--- config.mk ---
export PLATFORM = sky130hd
export DESIGN_NAME = seven_seg_scan_decoder
export DESIGN_NICKNAME = d
export VERILOG_FILES = /design/src/rtl/seven_seg_scan_decoder.sv
export SDC_FILE = /design/constraint.sdc
export NUM_CORES = 1
export LEC_CHECK = 0
export ABC_AREA = 1
export BUFFER_PORTS_ARGS = -buffer_cell sky130_fd_sc_hd__buf_2
export CORE_ASPECT_RATIO = 1.2
export CORE_MARGIN = 2
export CORE_UTILIZATION = 57
export CTS_CLUSTER_DIAMETER = 50
export DETAILED_ROUTE_END_ITERATION = 7
export GPL_ROUTABILITY_DRIVEN = 0
export PLACE_DENSITY = 0.84
export SLEW_MARGIN = 20
export SYNTH_ARGS = -nofsm -noshare
export SYNTH_HDL_FRONTEND = slang
export SYNTH_SLANG_ARGS = --single-unit
--- constraint.sdc ---
create_clock -name clk -period 2.9 [get_ports clk]
set_clock_uncertainty 0.05 [all_clocks]
set_input_delay 0.435 -clock clk [delete_from_list [all_inputs] [get_ports clk]]
set_output_delay 0.435 -clock clk [all_outputs]
set_load 0.1 [all_outputs]
--- src/rtl/seven_seg_scan_decoder.sv ---
// Snoops a multiplexed active-low 7-segment bus, decodes each digit back to its hex
// nibble and hands completed frames out on a valid/ready port.
// Optional: SEVSEG_BLANK_DETECT_EN decodes the all-off pattern as a blank digit.
module seven_seg_scan_decoder #(
    parameter int unsigned NDIG       = 4,
    parameter int unsigned STABLE_CYC = 4
) (
    input  logic              clk,
    input  logic              rst_n,
    input  logic [6:0]        seg_n,
    input  logic [NDIG-1:0]   an_n,
    input  logic              out_ready,
    output logic              out_valid,
    output logic [4*NDIG-1:0] out_data,
    output logic [NDIG-1:0]   out_err,
    output logic [NDIG-1:0]   out_blank,
    output logic              overflow,
    input  logic              clr_ovf
);

    localparam int unsigned   CW      = $clog2(STABLE_CYC);
    localparam logic [CW-1:0] CNT_SAT = CW'(STABLE_CYC - 1);
    localparam logic [CW-1:0] CNT_PRE = CW'(STABLE_CYC - 2);

    typedef struct packed {
        logic       blank;
        logic       err;
        logic [3:0] nib;
    } dec_t;

    typedef enum logic {EMPTY, FULL} state_e;

    function automatic dec_t decode(input logic [6:0] s);
        dec_t d;
        d = '{blank: 1'b0, err: 1'b0, nib: 4'h0};
        case (s)
            7'b0000001: d.nib = 4'h0;
            7'b1001111: d.nib = 4'h1;
            7'b0010010: d.nib = 4'h2;
            7'b0000110: d.nib = 4'h3;
            7'b1001100: d.nib = 4'h4;
            7'b0100100: d.nib = 4'h5;
            7'b0100000: d.nib = 4'h6;
            7'b0001111: d.nib = 4'h7;
            7'b0000000: d.nib = 4'h8;
            7'b0000100: d.nib = 4'h9;
            7'b0001000: d.nib = 4'hA;
            7'b1100000: d.nib = 4'hB;
            7'b0110001: d.nib = 4'hC;
            7'b1000010: d.nib = 4'hD;
            7'b0110000: d.nib = 4'hE;
            7'b0111000: d.nib = 4'hF;
`ifdef SEVSEG_BLANK_DETECT_EN
            7'b1111111: d.blank = 1'b1;
`endif
            default:    d.err = 1'b1;
        endcase
        return d;
    endfunction

    logic [6:0]        seg_q, seg_p_q;
    logic [NDIG-1:0]   an_q, an_p_q;
    logic [CW-1:0]     stab_q, stab_d;
    logic [4*NDIG-1:0] frame_q, frame_d;
    logic [NDIG-1:0]   err_q, err_d, blank_q, blank_d, seen_q, seen_d;
    logic              same, one_low, capture, complete;
    dec_t              dec;
    state_e            state_q;

    always_comb begin
        int unsigned n_low;
        n_low = 0;
        for (int unsigned k = 0; k < NDIG; k++) begin
            if (!an_q[k]) n_low = n_low + 1;
        end
        one_low = (n_low == 1);

        same   = ({seg_q, an_q} == {seg_p_q, an_p_q});
        stab_d = !same ? '0 : ((stab_q == CNT_SAT) ? CNT_SAT : stab_q + 1'b1);
        // Fires only on the transition into saturation, so once per stable run.
        capture = same && (stab_q == CNT_PRE) && one_low;
        dec     = decode(seg_q);

        frame_d = frame_q;
        err_d   = err_q;
        blank_d = blank_q;
        seen_d  = seen_q;
        for (int unsigned k = 0; k < NDIG; k++) begin
            if (capture && !an_q[k]) begin
                frame_d[4*k +: 4] = dec.nib;
                err_d[k]          = dec.err;
                blank_d[k]        = dec.blank;
                seen_d[k]         = 1'b1;
            end
        end
        complete = capture && (seen_d == '1);
    end

    always_ff @(posedge clk or negedge rst_n) begin
        if (!rst_n) begin
            seg_q   <= '0;
            seg_p_q <= '0;
            an_q    <= '0;
            an_p_q  <= '0;
            stab_q  <= '0;
            frame_q <= '0;
            err_q   <= '0;
            blank_q <= '0;
            seen_q  <= '0;
        end else begin
            seg_q   <= seg_n;
            seg_p_q <= seg_q;
            an_q    <= an_n;
            an_p_q  <= an_q;
            stab_q  <= stab_d;
            frame_q <= frame_d;
            err_q   <= err_d;
            blank_q <= blank_d;
            seen_q  <= complete ? '0 : seen_d;
        end
    end

    always_ff @(posedge clk or negedge rst_n) begin
        if (!rst_n) begin
            state_q   <= EMPTY;
            out_valid <= 1'b0;
            out_data  <= '0;
            out_err   <= '0;
            out_blank <= '0;
            overflow  <= 1'b0;
        end else begin
            // A frame completing while the held one is unaccepted is dropped.
            if (state_q == FULL && !out_ready && complete) overflow <= 1'b1;
            else if (clr_ovf)                             overflow <= 1'b0;

            if (complete && (state_q == EMPTY || out_ready)) begin
                state_q   <= FULL;
                out_valid <= 1'b1;
                out_data  <= frame_d;
                out_err   <= err_d;
                out_blank <= blank_d;
            end else if (state_q == FULL && out_ready) begin
                state_q   <= EMPTY;
                out_valid <= 1'b0;
            end
        end
    end

endmodule

==> results.yml, run 1 <==
outcome:
  status: "finished clean"
global_routing:
  grt_max_degree: 79
  grt_use_met2_pct: 37.5
  grt_use_met3_pct: 5.41
  grt_first_pass_wirelength_um: 12000
  antenna_found_initial: 0
  gr-max-usage-layer: "met2"
  use_met1_pct: 32.4
  first_global_vias: 2683
  track_usage_pct: 23.8
  grt_overflow: 0
synth:
  muxShareOfSynthArea_pct: 0
  synth_seq_cells: 78
  syn_nets: 413
  synthCells: 395
  synthXorXnorAreaFrac_pct: 1.56
  synth-compound-area-share_pct: 1.34
  synth_adder_area_share_pct: 1.12
  synth_warnings: 0
  synth_area_mm2: 0.00336
  synth_top_cell_area_share_pct: 58.0
  synthTopCellsByArea: "dfrtp_1 58%, nand2_1 19%, nand4_1 5.2%"
  synth_cell_types: 24
  synth-simple-area-share_pct: 32.6
  synth_top_family_by_area: "simple AND/OR/NAND/NOR gates"
  yosysTopAreaCell: "dfrtp_1"
  synth_seq_area_share_pct: 58.0
  syn_area_per_cell_um2: 8.52
finish:
  nets: 471
  antenna_cells: 0
  finish.instance_area_mm2: 0.00401
  fin_util_pct: 70.8
  drive_gt1_share_pct: 20.3
  num-fill-cells: 420
  syn2layout_area_growth_pct: 19.2
setup_path:
  path_depth: 20
  cp-end-kind: "register"
  cp_common_cell: "nand2_1"
  worstRegToRegCells: 20
  cp_data_required_time_ns: 3.08
  crit_chain: "inv_2 > ha_4 > inv_1 > nand2_1 > nand2_1 > inv_2 > ha_4 > inv_1 > nand2_1 > nor2_2 > nor2_2 > nor2_4 > nand3_2 > nand2_2 > nand2_4 > nor2_8 > nand3_4 > clkbuf_16 > nand2_1 > nand2_1"
  slowest_delay_ns: 0.41
  cp_max_fo: 7
  worstPathArrival_ns: 2.96
  criticalPathCategory: "register to register"
  reg2reg_from: "an_q[0]$_DFF_PN0_"
  critical_path_buf_inv_count: 5
  start_kind: "register"
  critical_path.top_delay_family: "simple AND/OR/NAND/NOR gates"
  rr_endpoint: "out_err[1]$_DFFE_PN0P_"
  critPathSlowestCell: "dfrtp_1"
  ff2ff_setup_slack_ns: 0.11
timing:
  finalSetupViolations: 0
  fmax_mhz: 359
  post-route-min-period_ns: 2.79
  hold_viol_final: 0
  slew_violations: 0
  fin_crit_sh_pct: 96.1
  worst_pin_slew_ns: 0.953
  finalSetupTns_ns: 0
  relSlewSlack_pct: 36.4
drt:
  dr_total_vias: 2812
  ant_nets: 0
  finalWirelength_um: 7170
  wl_per_cell_um: 13.3
  drc: 0
  firstDrtPassIters: 4
  via_per_inst: 5.23
  initialDrtViolationCount: 165
clock_tree:
  cts_tree: "done"
  cts_root_buffer: "clkbuf_8"
  cts_sinks: 78
  htreeDepth: 3
  clk_pin_slew_ns: 0.08
  cts_buffer_depth: 2
  numCtsBuffers: 9
  clock_latency_ns: 0.34
die:
  core_area_mm2: 0.00567
  start_util_pct: 59.4
  dieArea_mm2: 0.00654
  die_w_um: 74.1
  core.rowCount: 30
  pin_count: 41
  die_y_um: 88.2
worst_hold_path:
  hold_depth: 1
  holdPathEnd: "seg_q[6]$_DFF_PN0_"
  min_from: "seg_n[6]"
  hold_class: "input pin to register"
placed_design:
  post_dp_cell_area_mm2: 0.00370
  dp_hpwl_um: 4730
  numPortBuffers: 40
power_and_ir_drop:
  p_leak_uw: 0.00234
  irDropWorstVdd_mv: 0.377
  finalPower_uw: 1950
  p_per_area_mw_per_mm2: 486
run:
  maxCapViolations: 0
[cell families (layout without fill, tap and decap cells)]
logic type      after synthesis  after routing
simple gates                254            254
fa+ha+maj                     3              3
compound gates                8              8
flops                        78             78
buf+inv                      46            109
xor+xnor                      6              6
[synthesized netlist by cell type]
| master | count |
|---|---|
| nand2_1 | 174 |
| xnor2_1 | 5 |
| inv_2 | 6 |
| nand4_1 | 28 |
| a21boi_0 | 1 |
| ha_1 | 3 |
| nor2_2 | 2 |
| nand3_2 | 3 |
| nor2_4 | 1 |
| dfrtp_1 | 78 |
| nand3b_1 | 1 |
| o21ai_0 | 1 |
| a21oi_1 | 3 |
| nor2_8 | 1 |
| clkbuf_1 | 2 |
| xor2_1 | 1 |
| o21ai_1 | 2 |
| nor2_1 | 28 |
| inv_1 | 32 |
| nand2_2 | 2 |
| nor3_1 | 6 |
| nand3_1 | 8 |
| o21a_1 | 1 |
| buf_2 | 6 |
[where the power goes]
group	total, µW	internal (µW)	switching [µW]
logic	106	37.1	68.8
clock network	725	338	387
registers	1120	1100	16.6
total	1950	1480	472
[sequential cells by signal, summed over array words and instances, names as in the netlist]
signal,cells
err_q,4
stab_q,2
out_data,16
blank_q,4
seen_q,4
seg_p_q,7
out_blank,4
an_q,4
seg_q,7
frame_q,16
an_p_q,4
out_err,4
state_q,1
overflow,1
[cells in the final DEF (no fill, tap or decap)]
cell type   netlist  routed
xnor2_1           5       5
nor2_1           28      26
inv_1            32      32
nand2_4           0       1
clkbuf_16         0       1
a21oi_1           3       3
nor3_1            6       6
a21boi_0          1       1
clkinv_4          0       2
o21a_1            1       1
nand3_4           0       1
nand3_1           8       8
dfrtp_1          78      78
ha_1              3       1
buf_4             0      11
buf_8             0       1
buf_6             0       2
inv_2             6       6
o21ai_2           0       1
clkinvlp_4        0       2
clkbuf_1          2       2
buf_2             6      40
o21ai_1           2       2
nand3_2           3       2
nand2_2           2       5
ha_4              0       2
xor2_1            1       1
nor2_4            1       2
nor2_2            2       3
nand3b_1          1       1
nand4_1          28      28
clkbuf_8          0      10
nor2_8            1       1
nand2_1         174     170
[worst max-delay path by stage]
stage                                to  slack [ns]         startpoint
6_report         out_err[1]$_DFFE_PN0P_        0.11  an_q[0]$_DFF_PN0_
5_1_grt          out_err[1]$_DFFE_PN0P_       -0.07  an_q[0]$_DFF_PN0_
4_1_cts        out_data[10]$_DFFE_PN0P_        0.02  an_q[0]$_DFF_PN0_
3_5_place_dp   out_data[15]$_DFFE_PN0P_        0.05  an_q[0]$_DFF_PN0_
3_3_place_gp    out_data[6]$_DFFE_PN0P_        0.19  an_q[0]$_DFF_PN0_
2_1_floorplan  out_blank[3]$_DFFE_PN0P_        0.23  an_q[1]$_DFF_PN0_
[metal layers]
metal | part of all wire, % | vias to the layer above
li1 | - | 1357
met1 | 43 | 1349
met2 | 50 | 87
met3 | 5.2 | 19
met4 | 2.0 | 0
met5 | 0 | -
[area by class of cell]
class	instances	area, µm²	share of cell area (%)
Timing Repair Buffer	55	345	8.61
Clock inverter	4	32.5	0.811
Inverter	38	143	3.56
Tap cell	80	100	2.50
Clock buffer	12	145	3.62
Multi-Input combinational cell	271	1290	32.3
Sequential cell	78	1950	48.7
[repair_timing]
action	4_1_cts	5_1_grt
endpoints found under the setup margin	9	28
resized for setup	1	16
setup buffers	1	3
gates cloned	0	2
hold buffers	0	0
pin swaps	0	8
hold endpoints to repair	0	0
[per-stage QoR]
stage | hold slack, ns | std cells | worst slack (ns)
2_1_floorplan | 0.0894 | 395 | 0.227
3_3_place_gp | 0.395 | 516 | 0.194
3_5_place_dp | 0.389 | 516 | 0.0545
4_1_cts | 0.131 | 533 | 0.0224
5_1_grt | 0.122 | 538 | -0.0718
6_report | 0.142 | 538 | 0.114
Note: power is estimated with default switching activity, not from simulation.
==> inputs of run 2 (changes only) <==
Clock period 2.9 ns to 2.8 ns, I/O delays scaled along.
==> results.yml, run 2 (same netlist as run 1, synthesis figures left out) <==
timing:
  hold_viol_final: 0
  post-route-min-period_ns: 2.73
  fin_crit_sh_pct: 97.5
  finalSetupViolations: 0
  fmax_mhz: 366
  worst_pin_slew_ns: 0.923
  relSlewSlack_pct: 38.4
  slew_violations: 0
  worst_slack_ns: 0.0705
finish:
  stdcell_count: 539
  final_cell_mix: "170 x nand2_1, 78 x dfrtp_1, 39 x buf_2, 30 x inv_1, 28 x nand4_1"
  antenna_cells: 0
  syn2layout_area_growth_pct: 20.5
  num-fill-cells: 396
  drive_gt1_share_pct: 21.4
  nets: 472
  largestRegisters: "frame_q: 16 flops, out_data: 16 flops"
  final_common_cell: "nand2_1"
  fin_util_pct: 71.5
die:
  core.rowCount: 30
  pin_count: 41
  start_util_pct: 59.4
  core_area_mm2: 0.00567
  die_y_um: 88.2
  dieArea_mm2: 0.00654
  die_w_um: 74.1
run:
  maxCapViolations: 0
global_routing:
  grt_first_pass_wirelength_um: 11900
  first_global_vias: 2697
  track_usage_pct: 24.0
  grt_overflow: 0
  grt_max_degree: 79
  antenna_found_initial: 0
setup_path:
  slowest_delay_ns: 0.40
  cp_max_fo: 6
  critPathSlowestCell: "dfrtp_1"
  ff2ff_setup_slack_ns: 0.07
  path_depth: 18
  crit_start: "an_q[0]$_DFF_PN0_"
  start_kind: "register"
  criticalPathCategory: "register to register"
  critical_path.top_delay_family: "simple AND/OR/NAND/NOR gates"
  critical_path_buf_inv_count: 4
  reg2reg_from: "an_q[0]$_DFF_PN0_"
  worstRegToRegCells: 18
  rr_endpoint: "out_data[10]$_DFFE_PN0P_"
  cp-end-kind: "register"
  cp_data_required_time_ns: 3.03
  cp_common_cell: "nand2_1"
  cp-endpoint: "out_data[10]$_DFFE_PN0P_"
  worstPathArrival_ns: 2.96
  crit_chain: "inv_2 > ha_4 > inv_2 > nand2_2 > nand2_1 > inv_2 > ha_4 > inv_1 > nand2_1 > nor2_1 > nor2_2 > nor2_4 > nand2_1 > nor2_1 > nand2_1 > nand2_1 > nand4_1 > nand2_1"
clock_tree:
  cts_tree: "done"
  cts_sinks: 78
  clk_pin_slew_ns: 0.08
  cts_buffer_depth: 2
  clock_latency_ns: 0.34
  numCtsBuffers: 9
  cts_root_buffer: "clkbuf_8"
  htreeDepth: 3
  hold_buffers: 0
power_and_ir_drop:
  p_int_uw: 1640
  irDropWorstVdd_mv: 0.311
  switching_power_uw: 481
  p_seq_share_pct: 54.7
  swShare_pct: 22.7
  p_leak_uw: 0.00237
  p_comb_share_pct: 5.4
  p_clk_share_pct: 39.9
  p_per_area_mw_per_mm2: 523
drt:
  initialDrtViolationCount: 158
  firstDrtPassIters: 4
  via_per_inst: 5.21
  dr_total_vias: 2808
  ant_nets: 0
  finalWirelength_um: 7280
  wl_per_cell_um: 13.5
  drc: 0
placed_design:
  post-place-ws_ns: -0.00532
  dp_hpwl_um: 4770
  numPortBuffers: 40
  dp_cells: 517
outcome:
  status: "finished clean"
worst_hold_path:
  hold_class: "input pin to register"
run 2: changes by cell type in the layout (fill, tap and decap cells not counted), sizes merged:
cell      previous run  this run
bufinv               0         1
clkinv               2         3
buf                 54        55
clkinvlp             2         0
run 2: cell type report:
cell class	count	area (µm²)	area share (%)
clock buffer	12	155	3.83
clock inverter	4	45.0	1.11
inverter	38	143	3.52
multi-input combinational	271	1300	32.0
sequential	78	1950	48.1
tap	80	100	2.47
timing repair buffer	56	363	8.95
run 2: timing repair:
item,CTS,global route
buffers inserted,0,5
gates cloned,0,1
pin swaps,0,10
resized for setup,1,21
setup endpoints to repair,17,29
run 2: per-stage QoR:
step           TNS (ns)  area [µm²]  power [µW]  hold slack (ns)
2_1_floorplan         0        3360        1230           0.0744
3_3_place_gp          0        3700        1280            0.372
3_5_place_dp   -0.00871        3700        1280            0.385
4_1_cts               0        3910        2120            0.110
5_1_grt           -1.03        4060        2200            0.115
6_report              0        4060        2120            0.124
run 2: how the worst min path moves through the flow:
stage / from / endpoint / slack, ns / cells past startpoint
global placement: an_q[0]$_DFF_PN0_ / an_p_q[0]$_DFF_PN0_ / 0.37 / 0
CTS: an_n[2] / an_q[2]$_DFF_PN0_ / 0.11 / 1
global route: an_n[1] / an_q[1]$_DFF_PN0_ / 0.11 / 1
floorplan: rst_n / an_p_q[0]$_DFF_PN0_ / 0.07 / 0
finish: an_n[2] / an_q[2]$_DFF_PN0_ / 0.12 / 1
detailed placement: an_q[0]$_DFF_PN0_ / an_p_q[0]$_DFF_PN0_ / 0.38 / 0
run 2: power by group through the flow:
stage	logic (µW)	registers [µW]	clock network, µW
final	115	1160	846
after global routing	132	1160	909
after CTS	102	1160	860
after detailed placement	100	1180	0
after global placement	95.9	1180	0
after floorplan	55.4	1180	0
run 2: layer usage:
metal	wire (µm)	vias up	GRT usage, %
li1	-	1360	-
met1	2990	1336	30.9
met2	3700	92	39.0
met3	384	20	4.60
met4	203	0	11.6
met5	0	-	0
==> inputs of run 3 (changes only) <==
Settings changed: CORE_UTILIZATION 57 to 45, PLACE_DENSITY 0.84 to 0.7.
==> results.yml, run 3 (same netlist as run 1, synthesis figures left out) <==
die:
  pin_count: 41
  die_w_um: 82.9
  start_util_pct: 46.5
  dieArea_mm2: 0.00819
  core_area_mm2: 0.00723
  die_y_um: 98.7
  core.rowCount: 34
setup_path:
  cp_common_cell: "nand2_1"
  crit_start: "an_q[0]$_DFF_PN0_"
  criticalPathCategory: "register to register"
  reg2reg_from: "an_q[0]$_DFF_PN0_"
  path_depth: 20
  critPathSlowestCell: "dfrtp_1"
  critical_path_buf_inv_count: 5
  crit_chain: "inv_2 > ha_4 > inv_1 > nand2_1 > nand2_1 > inv_2 > ha_4 > inv_1 > nand2_1 > nor2_2 > nor2_2 > nor2_4 > nand3_2 > nand2_2 > nand2_4 > nor2_8 > nand3_4 > clkbuf_16 > nand2_1 > nand2_1"
  critical_path.top_delay_family: "simple AND/OR/NAND/NOR gates"
  start_kind: "register"
  cp_max_fo: 7
  ff2ff_setup_slack_ns: 0.14
  cp-endpoint: "out_data[3]$_DFFE_PN0P_"
  rr_endpoint: "out_data[3]$_DFFE_PN0P_"
  worstPathArrival_ns: 2.85
  worstRegToRegCells: 20
  cp-end-kind: "register"
  cp_data_required_time_ns: 2.99
  slowest_delay_ns: 0.39
power_and_ir_drop:
  p_per_area_mw_per_mm2: 516
  p_comb_share_pct: 5.5
  p_seq_share_pct: 54.9
  irDropWorstVdd_mv: 0.390
  swShare_pct: 23.2
  p_clk_share_pct: 39.6
  switching_power_uw: 490
  p_leak_uw: 0.00238
  p_int_uw: 1620
drt:
  via_per_inst: 4.87
  dr_total_vias: 2689
  initialDrtViolationCount: 145
  drc: 0
  wl_per_cell_um: 12.7
  firstDrtPassIters: 4
  finalWirelength_um: 7010
  ant_nets: 0
finish:
  syn2layout_area_growth_pct: 21.5
  num-fill-cells: 661
  finish.instance_area_mm2: 0.00409
  drive_gt1_share_pct: 21.9
  largestRegisters: "frame_q: 16 flops, out_data: 16 flops"
  final_common_cell: "nand2_1"
  antenna_cells: 0
  nets: 475
  final_cell_mix: "171 x nand2_1, 78 x dfrtp_1, 39 x buf_2, 31 x inv_1, 28 x nand4_1"
  stdcell_count: 552
  fin_util_pct: 56.5
timing:
  post-route-min-period_ns: 2.66
  fmax_mhz: 376
  finalSetupViolations: 0
  fin_crit_sh_pct: 95.1
  hold_viol_final: 0
  finalSetupTns_ns: 0
  slew_violations: 0
  relSlewSlack_pct: 37.2
  worst_pin_slew_ns: 0.941
placed_design:
  post_dp_cell_area_mm2: 0.00372
  numPortBuffers: 40
  dp_hpwl_um: 4780
  dp_cells: 528
worst_hold_path:
  hold_class: "input pin to register"
  hold_depth: 1
clock_tree:
  cts_root_buffer: "clkbuf_8"
  cts_tree: "done"
  htreeDepth: 3
  clk_pin_slew_ns: 0.08
  cts_buffer_depth: 2
  hold_buffers: 0
  numCtsBuffers: 9
  clock_latency_ns: 0.34
  cts_sinks: 78
run:
  maxCapViolations: 0
global_routing:
  grt_use_met3_pct: 4.10
  track_usage_pct: 17.5
  antenna_found_initial: 0
  grt_use_met2_pct: 28.7
  grt_first_pass_wirelength_um: 11700
  use_met1_pct: 22.8
  grt_max_degree: 79
  first_global_vias: 2663
  gr-max-usage-layer: "met2"
  grt_overflow: 0
outcome:
  status: "finished clean"
[run 3: power groups by stage]
stage	Combinational, µW	Clock (µW)	Sequential, µW
2_1_floorplan	55.4	0	1180
3_3_place_gp	97.4	0	1180
3_5_place_dp	101	0	1180
4_1_cts	102	857	1160
5_1_grt	134	902	1160
6_report	115	837	1160
[run 3: worst min-delay path by stage]
stage	slack [ns]	start	endpoint
after floorplan	0.07	rst_n	an_p_q[0]$_DFF_PN0_
after detailed placement	0.38	an_q[0]$_DFF_PN0_	an_p_q[0]$_DFF_PN0_
after global routing	0.10	seg_n[1]	seg_q[1]$_DFF_PN0_
final	0.13	an_n[1]	an_q[1]$_DFF_PN0_
after global placement	0.37	an_q[0]$_DFF_PN0_	an_p_q[0]$_DFF_PN0_
after CTS	0.12	seg_n[5]	seg_q[5]$_DFF_PN0_
[run 3: per-stage QoR]
step	setup WS [ns]	hold WS (ns)	power (µW)
after floorplan	0.127	0.0744	1230
after global placement	0.117	0.372	1280
after detailed placement	-0.0116	0.381	1280
after CTS	0.0417	0.116	2120
after global routing	-0.0231	0.104	2200
final	0.139	0.130	2110
[run 3: area by class of cell]
| cell class | count | area (µm²) | share of cell area, % |
|---|---|---|---|
| clock buffers | 11 | 141 | 3.46 |
| clock inverters | 5 | 58.8 | 1.44 |
| inverters | 38 | 143 | 3.49 |
| multi-input cells | 271 | 1300 | 31.8 |
| flip-flops and latches | 78 | 1950 | 47.7 |
| well taps | 90 | 113 | 2.75 |
| repair buffers | 59 | 382 | 9.33 |
[run 3: layer usage]
layer | vias up | share of wire (%) | wire [µm]
met1 | 1273 | 47 | 3280
met5 | - | 0 | 0
li1 | 1363 | - | -
met2 | 48 | 49 | 3430
met3 | 5 | 3.1 | 219
met4 | 0 | 1.1 | 78
[run 3: timing repair]
item,4_1_cts,5_1_grt
resized for setup,1,21
gates cloned,0,2
setup endpoints to repair,4,29
pin swaps,0,9
buffers inserted,0,6
[run 3: worst register-to-register path, cell delays in order, from the launching register on]
cell	delay (ns)
dfrtp_1	0.39
inv_2	0.08
ha_4	0.28
inv_1	0.04
nand2_1	0.07
nand2_1	0.07
inv_2	0.08
ha_4	0.20
inv_1	0.05
nand2_1	0.06
nor2_2	0.10
nor2_2	0.06
nor2_4	0.16
nand3_2	0.12
nand2_2	0.12
nand2_4	0.07
nor2_8	0.14
nand3_4	0.14
clkbuf_16	0.21
nand2_1	0.05
nand2_1	0.04
